## src/rtl/icache.sv

```systemverilog
// Direct-mapped instruction cache, one 32-bit word per line, between the fetch
// unit and mem_ctrl. Hits answer combinationally; misses refill one word.
module icache #(
   parameter int INDEX_BITS = 6
) (
   input  logic        clk,
   input  logic        rst_n,
   input  logic        rdy,
   input  logic        flush,
   input  logic        fetch_req,
   input  logic [31:0] fetch_pc,
   output logic        fetch_valid,
   output logic [31:0] fetch_inst,
   output logic        inst_IF_req,
   output logic [31:0] inst_IF_addr,
   input  logic        inst_IF_flag,
   input  logic [31:0] inst_IF
);

   localparam int LINES    = 1 << INDEX_BITS;
   localparam int TAG_BITS = 30 - INDEX_BITS;

   localparam logic [0:0] ST_IDLE = 1'b0;
   localparam logic [0:0] ST_MISS = 1'b1;

   logic [0:0]          state_reg;
   logic [0:0]          state_next;
   logic [31:0]         miss_addr_reg;
   logic [31:0]         miss_addr_next;
   logic                discard_reg;
   logic                discard_next;

   logic [LINES-1:0]    valid_vec;
   logic [TAG_BITS-1:0] tag_mem  [LINES];
   logic [31:0]         data_mem [LINES];

   logic [INDEX_BITS-1:0] pc_idx;
   logic [TAG_BITS-1:0]   pc_tag;
   logic [INDEX_BITS-1:0] miss_idx;
   logic [TAG_BITS-1:0]   miss_tag;
   logic                  hit;
   logic                  fwd_match;
   logic                  keep_fill;
   logic                  clear_all;
   logic                  fill_en;
   logic                  set_valid;
   logic                  unused_pc_bits;

   assign pc_idx         = fetch_pc[INDEX_BITS+1:2];
   assign pc_tag         = fetch_pc[31:INDEX_BITS+2];
   assign miss_idx       = miss_addr_reg[INDEX_BITS+1:2];
   assign miss_tag       = miss_addr_reg[31:INDEX_BITS+2];
   assign unused_pc_bits = ^fetch_pc[1:0];

   assign hit       = fetch_req && valid_vec[pc_idx] && (tag_mem[pc_idx] == pc_tag);
   assign fwd_match = fetch_req && (fetch_pc[31:2] == miss_addr_reg[31:2]);
   // A flush arriving with the completing word must also keep the line invalid.
   assign keep_fill = !discard_reg && !flush;

   // The request stays asserted through the flag cycle; mem_ctrl ignores it then.
   assign inst_IF_req  = (state_reg == ST_MISS);
   assign inst_IF_addr = (state_reg == ST_MISS) ? miss_addr_reg : 32'h0;

   always_comb begin
      state_next     = state_reg;
      miss_addr_next = miss_addr_reg;
      discard_next   = discard_reg;
      clear_all      = 1'b0;
      fill_en        = 1'b0;
      set_valid      = 1'b0;
      fetch_valid    = 1'b0;
      fetch_inst     = 32'h0;
      case (state_reg)
         ST_IDLE: begin
            if (flush) begin
               clear_all = 1'b1;
            end
            if (hit && !flush) begin
               fetch_valid = 1'b1;
               fetch_inst  = data_mem[pc_idx];
            end
            if (fetch_req && (!hit || flush)) begin
               state_next     = ST_MISS;
               miss_addr_next = {fetch_pc[31:2], 2'b00};
               discard_next   = 1'b0;
            end
         end
         ST_MISS: begin
            if (flush) begin
               clear_all    = 1'b1;
               discard_next = 1'b1;
            end
            if (inst_IF_flag) begin
               fill_en      = 1'b1;
               set_valid    = keep_fill;
               state_next   = ST_IDLE;
               discard_next = 1'b0;
               if (rdy && fwd_match && keep_fill) begin
                  fetch_valid = 1'b1;
                  fetch_inst  = inst_IF;
               end
            end
         end
         default: begin
            state_next = ST_IDLE;
         end
      endcase
   end

   always_ff @(posedge clk or negedge rst_n) begin
      if (!rst_n) begin
         state_reg     <= ST_IDLE;
         miss_addr_reg <= 32'h0;
         discard_reg   <= 1'b0;
      end else if (rdy) begin
         state_reg     <= state_next;
         miss_addr_reg <= miss_addr_next;
         discard_reg   <= discard_next;
      end
   end

   genvar gi;
   generate
      for (gi = 0; gi < LINES; gi++) begin : g_line
         logic line_valid_reg;
         always_ff @(posedge clk or negedge rst_n) begin
            if (!rst_n) begin
               line_valid_reg <= 1'b0;
            end else if (rdy) begin
               if (clear_all) begin
                  line_valid_reg <= 1'b0;
               end else if (set_valid && (miss_idx == INDEX_BITS'(gi))) begin
                  line_valid_reg <= 1'b1;
               end
            end
         end
         assign valid_vec[gi] = line_valid_reg;
      end
   endgenerate

   // Tag and data need no reset: the valid bits qualify every read.
   always_ff @(posedge clk) begin
      if (rdy && fill_en) begin
         tag_mem[miss_idx]  <= miss_tag;
         data_mem[miss_idx] <= inst_IF;
      end
   end

endmodule

```

## config.mk

```make
export PLATFORM = sky130hd
export DESIGN_NAME = icache
export DESIGN_NICKNAME = d
export VERILOG_FILES = /design/src/rtl/icache.sv
export SDC_FILE = /design/constraint.sdc
export NUM_CORES = 2
export LEC_CHECK = 0
export CORE_MARGIN = 2
export CORE_UTILIZATION = 55
export CTS_CLUSTER_SIZE = 24
export DETAILED_ROUTE_END_ITERATION = 10
export GPL_ROUTABILITY_DRIVEN = 0
export PLACE_DENSITY = 0.71
export SYNTH_ARGS = -nofsm -noshare
export SYNTH_HDL_FRONTEND = slang
export SYNTH_SLANG_ARGS = --single-unit
```

## constraint.sdc

```tcl
create_clock -name clk -period 16.85 [get_ports clk]
set_input_delay 4.2125 -clock clk [delete_from_list [all_inputs] [get_ports clk]]
set_output_delay 4.2125 -clock clk [all_outputs]
set_load 0.02 [all_outputs]
```

==> flow_metrics.py <==
metrics = {
    "finish": {
        "final_common_cell": "edfxtp_1",
        "layout_common_cells": "3584 x edfxtp_1, 854 x mux4_2, 407 x mux2i_1",
        "fin_nets": 6973,
        "drive_gt1_share_pct": 25.6,
        "largest_reg_flops": 2048,
        "area_growth_pct": 12.6,
        "instances_no_fill": 10600,
    },
    "synthesis": {
        "ys_ff_latch": 3680,
        "async_reset_ff_share_pct": 2.61,
        "synth_compound_area_share_pct": 2.14,
        "synth_fa_ha_area_share_pct": 0,
        "yosysSeqAreaShare_pct": 77.2,
        "syn-mean-instance-area_um2": 21.9,
        "yosys_most_used_dff": "edfxtp_1",
        "post_synth_inst_count": 6516,
        "yosys.cell_types.count": 70,
        "synth-xor-area-share_pct": 0.344,
        "synth_enable_flop_cells": 3584,
        "muxShareOfSynthArea_pct": 17.0,
        "yosys_warnings": 0,
        "synth_top_family_by_area": "multiplexers",
        "synth_area_mm2": 0.143,
        "synth-simple-area-share_pct": 2.01,
    },
    "clock_tree": {
        "htreeDepth": 5,
        "cts-root-buf": "clkbuf_16",
        "clk_latency_ns": 1.00,
        "cts_resized": 0,
        "cts_sinks": 3680,
        "cts_tree": "done",
        "ctsLongestPathBuffers": 4,
        "clk_pin_slew_ns": 0.06,
        "post-cts-setup-buffers": 0,
        "cts-buffers-inserted": 376,
        "postCtsHoldBufs": 0,
    },
    "setup_path": {
        "end_kind": "primary output",
        "timing.critical_path.mode_cell": "nand2_1",
        "cp_slowest_cell": "or4_4",
        "critPathKind": "input pin to primary output",
        "critPathTopFamily": "simple AND/OR/NAND/NOR gates",
        "cp_slowest_stage_delay_ns": 0.98,
        "path_cells": "buf_16, buf_4, mux2i_1, a22oi_1, nand2_1, o22ai_1, nor4b_2, xnor2_1, nor4_1, nand2_1, or4_4, o21ai_1, clkdlybuf4s50_1",
        "worstPathMaxFanout": 91,
        "crit_buf_inv": 3,
        "crit_required_ns": 12.64,
        "startpoint_type": "input pin",
        "worstPathArrival_ns": 10.66,
    },
    "drt": {
        "avgRoutedWirePerCell_um": 38.1,
        "route.detailed.drc": 0,
        "drt_pre_antenna_iters": 6,
        "ant_nets": 0,
        "vias": 73300,
        "wirelength_mm": 403,
        "via_per_inst": 6.93,
        "drt_iter0_markers": 12400,
    },
    "sta": {
        "final.period_utilization_pct": 88.3,
        "fin_worst_skew_ns": 0.107,
        "worst_pin_slew_ns": 1.40,
        "setup_viol": 0,
        "max_slew_margin_pct": 5.62,
        "holdWs_ns": 0.484,
        "rsz0062_at_grt": "no",
        "period_needed_ns": 14.87,
        "timing.fmax_ghz": 0.0672,
        "tns_ns": 0,
        "slew_violations": 0,
        "hold_viol_final": 0,
    },
    "grt": {
        "overflow": 0,
        "grt_max_degree": 138,
        "track_usage_pct": 30.5,
        "grt_pass1_vias": 71100,
        "antenna_found_initial": 30,
        "grt_pass1_wl_mm": 554,
    },
    "placement": {
        "dp_hpwl_mm": 208,
        "place_inst": 9909,
        "port_buffers": 131,
    },
    "flow_run": {
        "maxCapViolations": 0,
    },
    "power": {
        "pwr_density_cell_mw_per_mm2": 130,
        "ir_drop_uv": 134,
        "p_leak_uw": 0.0514,
    },
    "hold_path": {
        "hold_path_class": "flip-flop to flip-flop",
    },
    "floorplan": {
        "fp.coreArea_mm2": 0.257,
        "std_cell_rows": 186,
        "die_w_um": 513,
        "start_util_pct": 55.4,
        "die_h_um": 513,
        "ios": 136,
        "die-area_mm2": 0.263,
    },
    "run_status": {
        "status": "finished, final reports clean",
    },
}
worst reg2reg max path, cell delays in order, from the launching register on:
cell,delay [ns]
dfrtp_1,0.87
buf_4,0.41
and3_1,0.31
and2_1,0.29
nand2_1,0.66
nor2_4,0.88
buf_4,0.74
buf_4,0.73
logic make-up (layout without fill, tap and decap cells):
| logic type | after synthesis | count (layout) |
|---|---|---|
| AOI/OAI and AO/OA | 455 | 455 |
| xor gates and xnor gates | 56 | 56 |
| buffers and inverters | 373 | 1040 |
| DFF | 3680 | 3680 |
| muxes | 1329 | 1329 |
| other | 1 | 15 |
| and+or+nand+nor | 622 | 622 |
cell usage after synthesis (29+ instances only):
| cell | n | area share, % |
|---|---|---|
| edfxtp_1 | 3584 | 76 |
| mux4_2 | 854 | 13 |
| mux2i_1 | 407 | 2.9 |
| nand2_1 | 258 | 0.68 |
| clkbuf_1 | 170 | 0.45 |
| a22oi_1 | 152 | 0.80 |
| nor2_1 | 124 | 0.33 |
| buf_2 | 107 | 0.38 |
| dfrtp_1 | 96 | 1.7 |
| a21oi_1 | 84 | 0.29 |
| nand3_1 | 83 | 0.29 |
| o21ai_0 | 50 | 0.18 |
| o22ai_1 | 41 | 0.18 |
| xor2_1 | 39 | 0.24 |
| and2_1 | 37 | 0.16 |
| mux2_2 | 37 | 0.29 |
| buf_4 | 34 | 0.18 |
| mux2_4 | 30 | 0.32 |
| o21ai_1 | 30 | 0.11 |
| buf_1 | 29 | 0.076 |
worst paths after layout:
kind                                                 startpoint                               endpoint  slack [ns]  cells after the start
setup / recovery                                    fetch_pc[2]                         fetch_inst[10]        1.98                     13
hold / removal             g_line[6].line_valid_reg$_DFFE_PN0P_   g_line[6].line_valid_reg$_DFFE_PN0P_        0.48                      2
setup reg to reg                        inst_IF_req$_DFFE_PN0P_              tag_mem[53][21]$_DFFE_PP_       11.48                      7
hold reg to reg            g_line[6].line_valid_reg$_DFFE_PN0P_   g_line[6].line_valid_reg$_DFFE_PN0P_        0.48                      2
max in group asynchronous                                 rst_n          miss_addr_reg[19]$_DFFE_PN0P_       12.33                      2
min in group asynchronous                                 rst_n  g_line[43].line_valid_reg$_DFFE_PN0P_        3.11                      1
through the flow:
| stage | setup WS, ns | utilization [%] | power [uW] | cell area [um^2] |
|---|---|---|---|---|
| after floorplan | 5.18 | - | 12100 | 143000 |
| after global placement | 2.11 | 57.8 | 12800 | 149000 |
| after detailed placement | 2.13 | 57.8 | 12900 | 149000 |
| after CTS | 2.11 | 62.4 | 20900 | 160000 |
| after global routing | 1.93 | 62.4 | 21400 | 160000 |
| final | 1.98 | 62.4 | 20900 | 160000 |
where the power goes:
part | leakage, uW | switching, uW | internal (uW)
clock network | 0.00578 | 3400 | 4720
logic | 0.0121 | 1250 | 532
registers | 0.0335 | 225 | 10800
total | 0.0514 | 4870 | 16000
area by class of cell:
class	count	area (um^2)
sequential	3680	110000
fill	16900	96700
multi-input combinational	2464	31100
clock buffer	454	9810
tap	3384	4230
timing repair buffer	377	3170
clock inverter	205	2030
antenna	13	32.5
inverter	4	25.0
routing by layer:
layer | vias to the layer above | global-route usage (%) | share of wire (%)
met2 | 5452 | 48.0 | 48
met5 | - | 0 | 0.017
met1 | 38900 | 42.5 | 36
met4 | 10 | 11.3 | 4.2
li1 | 28100 | - | -
met3 | 947 | 6.39 | 12
Power figures use the tool's default switching activity.
